`src/rtl/bcd_pkg.sv`:
```
// -----------------------------------------------------------------------------
// bcd_pkg
// Shared definitions for the digit-serial BCD adder/subtractor: digit width,
// controller state encoding and small per-digit helper functions.
// -----------------------------------------------------------------------------
package bcd_pkg;

  localparam int BCD_W = 4;

  typedef enum logic [1:0] {
    IDLE = 2'd0,
    ADD  = 2'd1,
    COMP = 2'd2,
    DONE = 2'd3
  } state_e;

  // Nines' complement of a single decimal digit (only meaningful for 0..9).
  function automatic logic [BCD_W-1:0] nines_comp(input logic [BCD_W-1:0] digit);
    return 4'd9 - digit;
  endfunction

  // True when the nibble encodes a legal decimal digit.
  function automatic logic bcd_valid(input logic [BCD_W-1:0] digit);
    return (digit <= 4'd9);
  endfunction

endpackage

```
`src/rtl/bcd_digit_add.sv`:
```
// -----------------------------------------------------------------------------
// bcd_digit_add
// Combinational single-digit BCD adder: a_i + b_i + cin_i with the +6
// decimal correction.
//   a_i, b_i : BCD digits (0..9)
//   cin_i    : carry in
//   sum_o    : corrected BCD result digit
//   cout_o   : decimal carry out
// -----------------------------------------------------------------------------
module bcd_digit_add
  import bcd_pkg::*;
(
  input  logic [BCD_W-1:0] a_i,
  input  logic [BCD_W-1:0] b_i,
  input  logic             cin_i,
  output logic [BCD_W-1:0] sum_o,
  output logic             cout_o
);

  logic [BCD_W:0]   bin_s;
  logic [BCD_W-1:0] adj_s;

  // Binary add, then correct by +6 whenever the result leaves the decimal range.
  always_comb begin
    bin_s = {1'b0, a_i} + {1'b0, b_i} + {4'b0000, cin_i};
    adj_s = bin_s[3:0] + 4'd6;
    if (bin_s > 5'd9) begin
      sum_o  = adj_s;
      cout_o = 1'b1;
    end else begin
      sum_o  = bin_s[3:0];
      cout_o = 1'b0;
    end
  end

endmodule

```
`src/rtl/bcd_addsub_serial.sv`:
```
// -----------------------------------------------------------------------------
// bcd_addsub_serial
// Digit-serial, sign-magnitude N_DIGITS BCD adder/subtractor, LSD first.
// Effective subtraction is done as A + nines(B) + 1; when that pass yields no
// final carry (|B| > |A|) a second pass tens'-complements the result.
//   clk, rst           : clock, asynchronous active-high reset
//   start              : accepted in IDLE only
//   sub                : 0 = A+B, 1 = A-B
//   a_sign/a_bcd       : operand A (sign, magnitude; digit 0 in [3:0])
//   b_sign/b_bcd       : operand B
//   busy               : operation in progress (ADD/COMP passes)
//   done               : one-cycle completion pulse
//   sum_sign/sum_bcd   : result (held until the next accepted start)
//   overflow           : carry out of the MSD on an effective add
//   invalid            : an operand digit was greater than 9
// -----------------------------------------------------------------------------
module bcd_addsub_serial
  import bcd_pkg::*;
#(
  parameter int N_DIGITS = 3
) (
  input  logic                      clk,
  input  logic                      rst,
  input  logic                      start,
  input  logic                      sub,
  input  logic                      a_sign,
  input  logic [BCD_W*N_DIGITS-1:0] a_bcd,
  input  logic                      b_sign,
  input  logic [BCD_W*N_DIGITS-1:0] b_bcd,
  output logic                      busy,
  output logic                      done,
  output logic                      sum_sign,
  output logic [BCD_W*N_DIGITS-1:0] sum_bcd,
  output logic                      overflow,
  output logic                      invalid
);

  localparam int IDX_W = (N_DIGITS > 1) ? $clog2(N_DIGITS) : 1;
  localparam logic [IDX_W-1:0] LAST_IDX = IDX_W'(N_DIGITS - 1);

  state_e                         state_q;
  logic [N_DIGITS-1:0][BCD_W-1:0] a_q;
  logic [N_DIGITS-1:0][BCD_W-1:0] b_q;
  logic [N_DIGITS-1:0][BCD_W-1:0] sum_q;
  logic [IDX_W-1:0]               idx_q;
  logic                           carry_q;
  logic                           eff_sub_q;
  logic                           a_sign_q;
  logic                           busy_q;
  logic                           done_q;
  logic                           sum_sign_q;
  logic                           overflow_q;
  logic                           invalid_q;

  logic [N_DIGITS-1:0][BCD_W-1:0] a_in_s;
  logic [N_DIGITS-1:0][BCD_W-1:0] b_in_s;
  logic                           ops_ok_s;
  logic                           eff_sub_s;
  logic [BCD_W-1:0]               op_a_s;
  logic [BCD_W-1:0]               op_b_s;
  logic [BCD_W-1:0]               dig_sum_s;
  logic                           dig_cout_s;

  assign a_in_s    = a_bcd;
  assign b_in_s    = b_bcd;
  assign eff_sub_s = sub ^ a_sign ^ b_sign;

  // Operand digit check on the live inputs, evaluated at the start edge.
  always_comb begin
    ops_ok_s = 1'b1;
    for (int k = 0; k < N_DIGITS; k++) begin
      if (!bcd_valid(a_in_s[k]) || !bcd_valid(b_in_s[k])) begin
        ops_ok_s = 1'b0;
      end else begin
        ops_ok_s = ops_ok_s;
      end
    end
  end

  // Shared adder operand mux: COMP adds the carry onto nines(result digit).
  always_comb begin
    case (state_q)
      COMP: begin
        op_a_s = nines_comp(sum_q[idx_q]);
        op_b_s = 4'd0;
      end
      default: begin
        op_a_s = a_q[idx_q];
        if (eff_sub_q) begin
          op_b_s = nines_comp(b_q[idx_q]);
        end else begin
          op_b_s = b_q[idx_q];
        end
      end
    endcase
  end

  bcd_digit_add u_digit_add (
    .a_i    (op_a_s),
    .b_i    (op_b_s),
    .cin_i  (carry_q),
    .sum_o  (dig_sum_s),
    .cout_o (dig_cout_s)
  );

  // Controller FSM with all outputs registered.
  always_ff @(posedge clk or posedge rst) begin
    if (rst) begin
      state_q    <= IDLE;
      a_q        <= '0;
      b_q        <= '0;
      sum_q      <= '0;
      idx_q      <= '0;
      carry_q    <= 1'b0;
      eff_sub_q  <= 1'b0;
      a_sign_q   <= 1'b0;
      busy_q     <= 1'b0;
      done_q     <= 1'b0;
      sum_sign_q <= 1'b0;
      overflow_q <= 1'b0;
      invalid_q  <= 1'b0;
    end else begin
      done_q <= 1'b0;
      case (state_q)
        IDLE: begin
          if (start) begin
            a_q        <= a_in_s;
            b_q        <= b_in_s;
            a_sign_q   <= a_sign;
            eff_sub_q  <= eff_sub_s;
            carry_q    <= eff_sub_s;  // the "+1" of the tens' complement of B
            idx_q      <= '0;
            sum_q      <= '0;
            sum_sign_q <= 1'b0;
            overflow_q <= 1'b0;
            if (ops_ok_s) begin
              invalid_q <= 1'b0;
              busy_q    <= 1'b1;
              state_q   <= ADD;
            end else begin
              invalid_q <= 1'b1;
              busy_q    <= 1'b0;
              state_q   <= DONE;
            end
          end else begin
            state_q <= IDLE;
          end
        end

        ADD: begin
          sum_q[idx_q] <= dig_sum_s;
          carry_q      <= dig_cout_s;
          if (idx_q == LAST_IDX) begin
            idx_q <= '0;
            if (!eff_sub_q) begin
              sum_sign_q <= a_sign_q;
              overflow_q <= dig_cout_s;
              busy_q     <= 1'b0;
              state_q    <= DONE;
            end else if (dig_cout_s) begin
              // |A| >= |B|: the end-around carry is simply dropped.
              sum_sign_q <= a_sign_q;
              overflow_q <= 1'b0;
              busy_q     <= 1'b0;
              state_q    <= DONE;
            end else begin
              // |A| < |B|: result is in tens' complement form, flip it back.
              carry_q <= 1'b1;
              state_q <= COMP;
            end
          end else begin
            idx_q <= idx_q + IDX_W'(1);
          end
        end

        COMP: begin
          sum_q[idx_q] <= dig_sum_s;
          carry_q      <= dig_cout_s;
          if (idx_q == LAST_IDX) begin
            idx_q      <= '0;
            sum_sign_q <= ~a_sign_q;
            busy_q     <= 1'b0;
            state_q    <= DONE;
          end else begin
            idx_q <= idx_q + IDX_W'(1);
          end
        end

        DONE: begin
          done_q <= 1'b1;
          if (sum_q == '0) begin
            sum_sign_q <= 1'b0;  // no negative zero
          end else begin
            sum_sign_q <= sum_sign_q;
          end
          state_q <= IDLE;
        end

        default: begin
          busy_q  <= 1'b0;
          state_q <= IDLE;
        end
      endcase
    end
  end

  assign busy     = busy_q;
  assign done     = done_q;
  assign sum_sign = sum_sign_q;
  assign sum_bcd  = sum_q;
  assign overflow = overflow_q;
  assign invalid  = invalid_q;

endmodule
```
`config.mk`:
```
export PLATFORM = sky130hd
export DESIGN_NAME = bcd_addsub_serial
export DESIGN_NICKNAME = d
export VERILOG_FILES = /design/src/rtl/bcd_pkg.sv /design/src/rtl/bcd_digit_add.sv /design/src/rtl/bcd_addsub_serial.sv
export SDC_FILE = /design/constraint.sdc
export NUM_CORES = 1
export LEC_CHECK = 0
export CORE_ASPECT_RATIO = 2
export CORE_MARGIN = 4
export CORE_UTILIZATION = 49
export DETAILED_ROUTE_END_ITERATION = 8
export MAX_ROUTING_LAYER = met4
export PLACE_DENSITY = 0.73
export RECOVER_POWER = 50
export SYNTH_ARGS = -nofsm -noshare
export SYNTH_HDL_FRONTEND = slang
export SYNTH_SLANG_ARGS = --single-unit
```
`constraint.sdc`:
```
create_clock -name clk -period 3.7 [get_ports clk]
set_input_delay 1.11 -clock clk [delete_from_list [all_inputs] [get_ports clk]]
set_output_delay 1.11 -clock clk [all_outputs]
set_load 0.1 [all_outputs]
```
==> results of run 1 <==
state kept, by name, indices dropped and copies added (netlist names), 2 cells and up:
signal / count
a_q: 12
state_q: 2
idx_q: 2
b_q: 12
sum_bcd: 12
critical path, delay by kind of cell (launching register included):
kind / cells / cell delay (ns)
adders and majority gates: 3 / 1.12
AOI/OAI and AO/OA: 4 / 0.75
muxes: 1 / 0.20
xor gates and xnor gates: 1 / 0.18
and+or+nand+nor: 4 / 0.76
DFF: 1 / 0.44
layout make-up:
cell class	instances	share of cell area, %
Timing Repair Buffer	59	13.8
Clock inverter	2	0.380
Inverter	8	0.830
Sequential cell	48	33.5
Tap cell	61	2.11
Clock buffer	6	3.84
Multi-Input combinational cell	220	45.6
routing by layer:
layer	vias up	GRT usage [%]	share of wire (%)
li1	1175	-	-
met2	85	44.4	55
met1	1208	21.8	34
met5	-	-	0
met4	0	15.9	5.7
met3	34	4.20	4.5
stage by stage:
step | util, % | worst slack [ns] | cell area [um^2]
3_3_place_gp | 60.1 | 0.118 | 3460
5_1_grt | 62.8 | -0.00122 | 3620
6_report | 62.8 | 0.174 | 3620
3_5_place_dp | 60.1 | 0.0409 | 3460
2_1_floorplan | - | 0.0486 | 2920
4_1_cts | 62.7 | 0.0141 | 3610
cells by family (layout without fill, tap and decap cells):
kind of cell | Yosys count | count (layout) | synth area share, %
xor gates and xnor gates | 6 | 6 | 1.81
buffers and inverters | 22 | 75 | 2.97
AOI/OAI and AO/OA | 79 | 79 | 18.9
DFF | 48 | 48 | 41.3
and+or+nand+nor | 82 | 82 | 14.0
muxes | 41 | 41 | 15.4
adders and majority gates | 12 | 12 | 5.68
final timing paths:
check	start	to	slack [ns]	cells past startpoint
setup / recovery	idx_q[1]	sum_bcd[2]	0.17	13
hold / removal	invalid	invalid	0.49	2
setup reg to reg	idx_q[1]	sum_bcd[2]	0.17	13
hold reg to reg	invalid	invalid	0.49	2
max in group asynchronous	rst	sum_bcd[9]	1.24	3
min in group asynchronous	rst	a_q[8]	1.65	3
timing repair:
action | 4_1_cts | 5_1_grt
buffers inserted | 0 | 1
setup endpoints to repair | 0 | 10
resized for setup | 0 | 7
hold buffers | 0 | 0
Yosys cell counts (2+ instances only):
cell,count
nor3b_1,2
nand2_1,30
and2_1,2
clkbuf_1,10
o22a_1,2
a31oi_1,2
o41ai_1,5
a22o_1,6
fa_1,2
xnor2_1,5
nand3_1,4
o22ai_1,2
inv_1,8
nor3_1,3
o311ai_1,2
nor2_1,19
o21ai_1,2
a211oi_1,5
mux2_2,29
ha_1,10
o21ai_0,22
a221o_1,2
dfrtp_1,48
nand2b_1,6
nor2b_1,5
nor4_1,3
or3_1,2
mux2i_1,12
a21oi_1,13
buf_2,3
==> impl_metrics.tcl, run 1 <==
set metrics [dict create \
    outcome "finished, final reports clean" \
    ys_types 54 \
    clk_latency_ns 0.30 \
    arrival_ns 3.74 \
    drive_gt1_share_pct 23.0 \
    setup.worst_path.start_class "flop" \
    path_clk_slew_ns 0.07 \
    worstPathMaxFanout 5 \
    multi_input_area_um2 1650 \
    n_antenna_cell 0 \
    cpPeakStageDelay_ns 0.44 \
    setup_viol 0 \
    critical_path_class "reg -> reg" \
    firstDrtPassIters 4 \
    vias 2502 \
    synth_flop_cell "dfrtp_1" \
    fin_nets 384 \
    slew_violations 0 \
    ys_seq_elements 48 \
    grt_first_pass_wirelength_um 13000 \
    cts-root-buf "clkbuf_16" \
    avgSynthCellArea_um2 10.0 \
    syn_to_final_growth_pct 24.4 \
    finalHoldViolations 0 \
    grt_pass1_vias 2647 \
    drt_iter0_markers 86 \
    ys_seq_area_share_pct 41.3 \
    dp_hpwl_um 6090 \
    core_area_um2 5760 \
    fin_skew_ns 0.00749 \
    critPathRequiredTime_ns 3.91 \
    port_buffers 46 \
    fill_cells 493 \
    grt_overflow 0 \
    post_drt_wl_per_cell_um 19.6 \
    die_area_um2 7310 \
    worstPathCellList "mux2i_1 -> nor2_1 -> a211oi_1 -> a21oi_1 -> fa_1 -> fa_1 -> xnor2_2 -> ha_2 -> nand2b_1 -> and4_1 -> or3_1 -> o211ai_1 -> a22o_1" \
    finalCritPeriodShare_pct 95.3 \
    antenna_found_initial 0 \
    fin_tns_setup_ns 0 \
    routed_via_density 6.19 \
    hold_path.class "reg -> reg" \
    slew_headroom_pct 20.3 \
    cts_tree "built" \
    routed_wl_um 7910 \
    register_area_um2 1210 \
    die_width_um 62.5 \
    synth.top_cell.area_share_pct 41.3 \
    rows 39 \
    finalCriticalPeriod_ns 3.53 \
    clock_path_buffers 2 \
    cts_buffers 5 \
    grt_util_all_layers_pct 23.8 \
    path_common_cell "fa_1" \
    ys_warn_count 0 \
    final_cell_count_no_fill 404 \
    gp_congestion 0.987 \
    cts.sink_count 48 \
    fp.dieH_um 117 \
    end_kind "flop" \
    ys_top_cells_by_area "dfrtp_1, mux2_2, ha_1" \
    initial_utilization_pct 50.5 \
    syn_area_um2 2910 \
    drc 0 \
    postRouteAntennaNets 0 \
    dp.cells 395 \
    syn_nets 332 \
    yosysTopAreaCell "dfrtp_1" \
    grt_max_degree 49 \
    synth_edf_count 0 \
    most-common-layout-cells "dfrtp_1, nand2_1, mux2_2, clkdlybuf4s50_1" \
    fmax_mhz 284 \
    final_common_cell "dfrtp_1" \
    max_slew.worst_pin.slew_ns 1.20 \
    io_pins 47 \
    maxCapViolCount 0 \
    cts.htree.levels 2 \
    ys_async_sr_fraction_pct 100 \
    critPathSlowestCell "dfrtp_2" \
    synthCells 290 \
    holdWs_ns 0.485 \
]
Power of run 1 is not shown: default switching activity piles up to over one toggle a cycle in this logic, so the estimate is an artifact.
==> run 2, diff against run 1 <==
--- a/config.mk
+++ b/config.mk
@@ -7,10 +7,11 @@
 export LEC_CHECK = 0
 export CORE_ASPECT_RATIO = 2
 export CORE_MARGIN = 4
-export CORE_UTILIZATION = 49
+export CORE_UTILIZATION = 50
+export CTS_BUF_LIST = sky130_fd_sc_hd__clkbuf_4
 export DETAILED_ROUTE_END_ITERATION = 8
 export MAX_ROUTING_LAYER = met4
-export PLACE_DENSITY = 0.73
+export PLACE_DENSITY = 0.74
 export RECOVER_POWER = 50
 export SYNTH_ARGS = -nofsm -noshare
 export SYNTH_HDL_FRONTEND = slang
==> run 2 against run 1 <==
  * Flip-flop and latch count is the same
  * Cell area shrank 2.8%
  * Cell count is the same
  * Non-clock buffer count is the same
  * Worst hold slack gained 0.017 ns
  * Largest cell class unchanged
==> impl_metrics.tcl, run 2 (synthesis results as in run 1) <==
set metrics [dict create \
    grt_overflow 0 \
    routed_via_density 6.25 \
    drive_gt1_share_pct 22.4 \
    antenna_found_initial 0 \
    cts_buffers 5 \
    grt_first_pass_wirelength_um 12200 \
    final_common_cell "dfrtp_1" \
    cts.sink_count 48 \
    syn_to_final_growth_pct 20.9 \
    arrival_ns 3.87 \
    dp_hpwl_um 6020 \
    finalCritPeriodShare_pct 95.9 \
    most-common-layout-cells "dfrtp_1, nand2_1, mux2_2, clkdlybuf4s50_1, buf_4" \
    worstPathMaxFanout 6 \
    die_width_um 61.9 \
    vias 2525 \
    fin_nets 384 \
    routed_wl_um 7510 \
    rsz0062_at_grt "false" \
    fin_skew_ns 0.0162 \
    finalCriticalPeriod_ns 3.55 \
    max_slew.worst_pin.slew_ns 1.19 \
    finalHoldViolations 0 \
    cts_tree "built" \
    n_antenna_cell 0 \
    grt_util_all_layers_pct 23.8 \
    rows 39 \
    maxCapViolCount 0 \
    fp.dieH_um 116 \
    slew_headroom_pct 21.0 \
    port_buffers 46 \
    end_kind "flop" \
    critical_path_class "reg -> reg" \
    cts-root-buf "clkbuf_4" \
    cts.htree.levels 2 \
    holdWs_ns 0.502 \
    initial_utilization_pct 51.4 \
    setup.worst_path.start_class "flop" \
    drt_iter0_markers 91 \
    postRouteAntennaNets 0 \
    fmax_mhz 282 \
    grt_max_degree 49 \
    grt_pass1_vias 2605 \
    io_pins 47 \
    ctsHoldBuffers 0 \
    outcome "finished, final reports clean" \
    drc 0 \
    critPathRequiredTime_ns 4.02 \
    gp_congestion 1.00 \
    slew_violations 0 \
    hold_path.class "reg -> reg" \
    die_area_um2 7170 \
    firstDrtPassIters 4 \
    post_drt_wl_per_cell_um 18.6 \
    clk_latency_ns 0.37 \
    clock_path_buffers 2 \
    setup_viol 0 \
    fin_tns_setup_ns 0 \
    path_clk_slew_ns 0.15 \
    core_area_um2 5660 \
]
==> run 2: per-layer routing <==
metal,share of wire [%],track usage [%]
met5,0,-
met4,6.1,15.2
met3,4.4,3.90
met2,57,41.6
met1,33,22.9
==> run 2: worst paths after layout <==
kind | from | to | slack [ns] | depth (start not counted)
setup / recovery | idx_q[1] | sum_bcd[10] | 0.15 | 14
hold / removal | invalid | invalid | 0.50 | 2
setup reg to reg | idx_q[1] | sum_bcd[10] | 0.15 | 14
hold reg to reg | invalid | invalid | 0.50 | 2
max in group asynchronous | rst | sum_bcd[2] | 1.36 | 3
min in group asynchronous | rst | idx_q[0] | 1.56 | 3
==> run 2: layout make-up <==
type / count / area, um^2
clock buffers: 5 / 37.5
clock inverters: 3 / 37.5
fillers: 484 / 2150
inverters: 8 / 30.0
multi-input cells: 220 / 1640
flip-flops and latches: 48 / 1210
well taps: 61 / 76.3
repair buffers: 59 / 487
==> run 2: worst max-delay path, cell delays in order (launching register included) <==
cell and delay (ns):
dfrtp_2 0.47, nor2b_1 0.28, buf_4 0.21, a21oi_1 0.09
ha_1 0.29, nor2_1 0.04, a211oi_1 0.22, ha_1 0.32
xnor2_1 0.24, ha_1 0.25, nand2b_1 0.08, and4_1 0.24
or3_1 0.38, a21oi_1 0.22, a221o_1 0.18
==> run 2: timing repair <==
action | in CTS | in global routing
setup endpoints to repair | 0 | 8
buffers inserted | 0 | 0
resized for setup | 0 | 5
==> run 2: stage by stage <==
step	area, um^2	utilization [%]	instances	setup slack [ns]
2_1_floorplan	2920	-	290	0.0486
3_3_place_gp	3450	61.0	396	0.218
3_5_place_dp	3450	61.0	396	0.100
4_1_cts	3530	62.4	404	0.0974
5_1_grt	3510	62.1	404	0.0116
6_report	3510	62.1	404	0.153
Power of run 2 is left out for the same reason.
==> run 3, diff against run 2 <==
--- a/config.mk
+++ b/config.mk
@@ -6,12 +6,12 @@
 export NUM_CORES = 1
 export LEC_CHECK = 0
 export CORE_ASPECT_RATIO = 2
-export CORE_MARGIN = 4
-export CORE_UTILIZATION = 50
+export CORE_MARGIN = 2
+export CORE_UTILIZATION = 56
 export CTS_BUF_LIST = sky130_fd_sc_hd__clkbuf_4
 export DETAILED_ROUTE_END_ITERATION = 8
 export MAX_ROUTING_LAYER = met4
-export PLACE_DENSITY = 0.74
+export PLACE_DENSITY = 0.79
 export RECOVER_POWER = 50
 export SYNTH_ARGS = -nofsm -noshare
 export SYNTH_HDL_FRONTEND = slang
==> constraint.sdc (replaced) <==
create_clock -name clk -period 4.1 [get_ports clk]
set_input_delay 1.23 -clock clk [delete_from_list [all_inputs] [get_ports clk]]
set_output_delay 1.23 -clock clk [all_outputs]
set_load 0.1 [all_outputs]
==> run 3 against run 2 <==
  * The run now ends with capacitance limit, slew limit left
  * Core utilization increased by 6.7 points
  * Cell area decreased by 0.36%
  * Non-clock buffer count decreased by 5
  * Cell count decreased by 2.0%
  * Via count decreased by 2.0%
  * First-iteration DRC count increased by 14%
  * Global-route usage increased by 5.2 points
==> impl_metrics.tcl, run 3 (synthesis results as in run 1) <==
set metrics [dict create \
    outcome "finished, violations left" \
    failed_checks "capacitance limit, slew limit" \
    slew_headroom_pct -19.3 \
    end_kind "flop" \
    design_area_um2 3500 \
    critPathSlowestCell "fa_1" \
    dp_hpwl_um 5840 \
    cp_top_family "adder cells" \
    path_clk_slew_ns 0.15 \
    postRouteAntennaNets 0 \
    cts_tree "built" \
    gp_congestion 0.992 \
    ctsHoldBuffers 0 \
    highest_layer "met4" \
    grt_pass1_vias 2503 \
    finalCriticalPeriod_ns 3.72 \
    arrival_ns 3.98 \
    setup_viol 0 \
    core_area_um2 5090 \
    fill_cells 406 \
    syn_to_final_growth_pct 20.4 \
    fin_nets 379 \
    drive_gt1_share_pct 15.4 \
    worstPathCellList "mux2i_1 -> nor2_1 -> a21oi_1 -> xnor2_1 -> nor2_1 -> fa_1 -> fa_1 -> inv_1 -> ha_1 -> nor2b_1 -> a211oi_2 -> o21ai_1 -> a21oi_1 -> mux2_2" \
    routed-wl-met3_um 279 \
    fin_tns_setup_ns 0 \
    cts-resized-gates 0 \
    drt_iter0_markers 104 \
    finalHoldViolations 0 \
    die_area_um2 5820 \
    critPathRequiredTime_ns 4.36 \
    critical_path_class "reg -> reg" \
    drt-met1-wl_um 2560 \
    routed_wl_um 7420 \
    post_cts.repair.setup_buffers 0 \
    clock_path_buffers 2 \
    grt_util_all_layers_pct 29.0 \
    slew_violations 49 \
    vias 2475 \
    die_width_um 55.0 \
    io_pins 47 \
    most-common-layout-cells "dfrtp_1, clkdlybuf4s50_1, nand2_1, mux2_2, o21ai_0" \
    rsz0062_at_grt "false" \
    cts-root-buf "clkbuf_4" \
    grt_max_degree 49 \
    drc 0 \
    clk_latency_ns 0.37 \
    post_drt_wl_per_cell_um 18.7 \
    worstPathMaxFanout 10 \
    grt_first_pass_wirelength_um 11900 \
    routed_via_density 6.25 \
    firstDrtPassIters 4 \
    hold_path.class "reg -> reg" \
    max_slew.worst_pin.slew_ns 1.79 \
    antenna_found_initial 0 \
    port_buffers 46 \
    initial_utilization_pct 57.1 \
    fin_skew_ns 0.0162 \
    final_common_cell "dfrtp_1" \
    maxCapViolCount 1 \
    cts.sink_count 48 \
    wl_met2_um 4130 \
    n_antenna_cell 0 \
    cp_num_buf_inv 1 \
    cts_buffers 5 \
    fp.dieH_um 106 \
    cpPeakStageDelay_ns 0.54 \
    grt_overflow 0 \
    finalCritPeriodShare_pct 90.8 \
    fmax_mhz 269 \
    placed_cell_area_um2 3440 \
    rows 37 \
    cts.htree.levels 2 \
    holdWs_ns 0.504 \
    setup.worst_path.start_class "flop" \
]
## run 3: cell count changes in the layout (fill, tap and decap cells not counted), moves of 7 or more
cell             previous run  this run
clkdlybuf4s50_1            28        44
dfrtp_1                    40        47
clkbuf_1                    7         0
buf_4                      22         8
dfrtp_2                     8         1
## run 3: cell type report
type                       instances  area (um^2)  share of cell area, %
clock buffer                       6         45.0                   1.29
clock inverter                     2         11.3                  0.322
inverter                           8         30.0                  0.857
multi-input combinational        220         1620                   46.3
sequential                        48         1200                   34.3
tap                               58         72.6                   2.07
timing repair buffer              54          520                   14.9
## run 3: final timing paths
kind                       cells after the start     start  slack (ns)  endpoint
setup / recovery                              14  idx_q[1]        0.38      busy
hold / removal                                 1  overflow        0.50  overflow
setup reg to reg                              14  idx_q[1]        0.38      busy
hold reg to reg                                1  overflow        0.50  overflow
max in group asynchronous                      2       rst        1.10  idx_q[1]
min in group asynchronous                      2       rst        1.86    a_q[8]
## run 3: stage by stage
| stage | worst slack, ns | instances | util (%) |
|---|---|---|---|
| 3_5_place_dp | 0.344 | 388 | 67.6 |
| 3_3_place_gp | 0.401 | 388 | 67.6 |
| 2_1_floorplan | 0.188 | 290 | - |
| 4_1_cts | 0.299 | 396 | 68.7 |
| 6_report | 0.378 | 396 | 68.8 |
| 5_1_grt | 0.0210 | 396 | 68.8 |
## run 3: layer usage
layer	vias to the layer above	GRT usage, %
met5	-	-
met4	0	16.2
met3	32	3.93
met2	97	50.1
met1	1178	29.4
li1	1168	-
Power of run 3 is left out for the same reason.
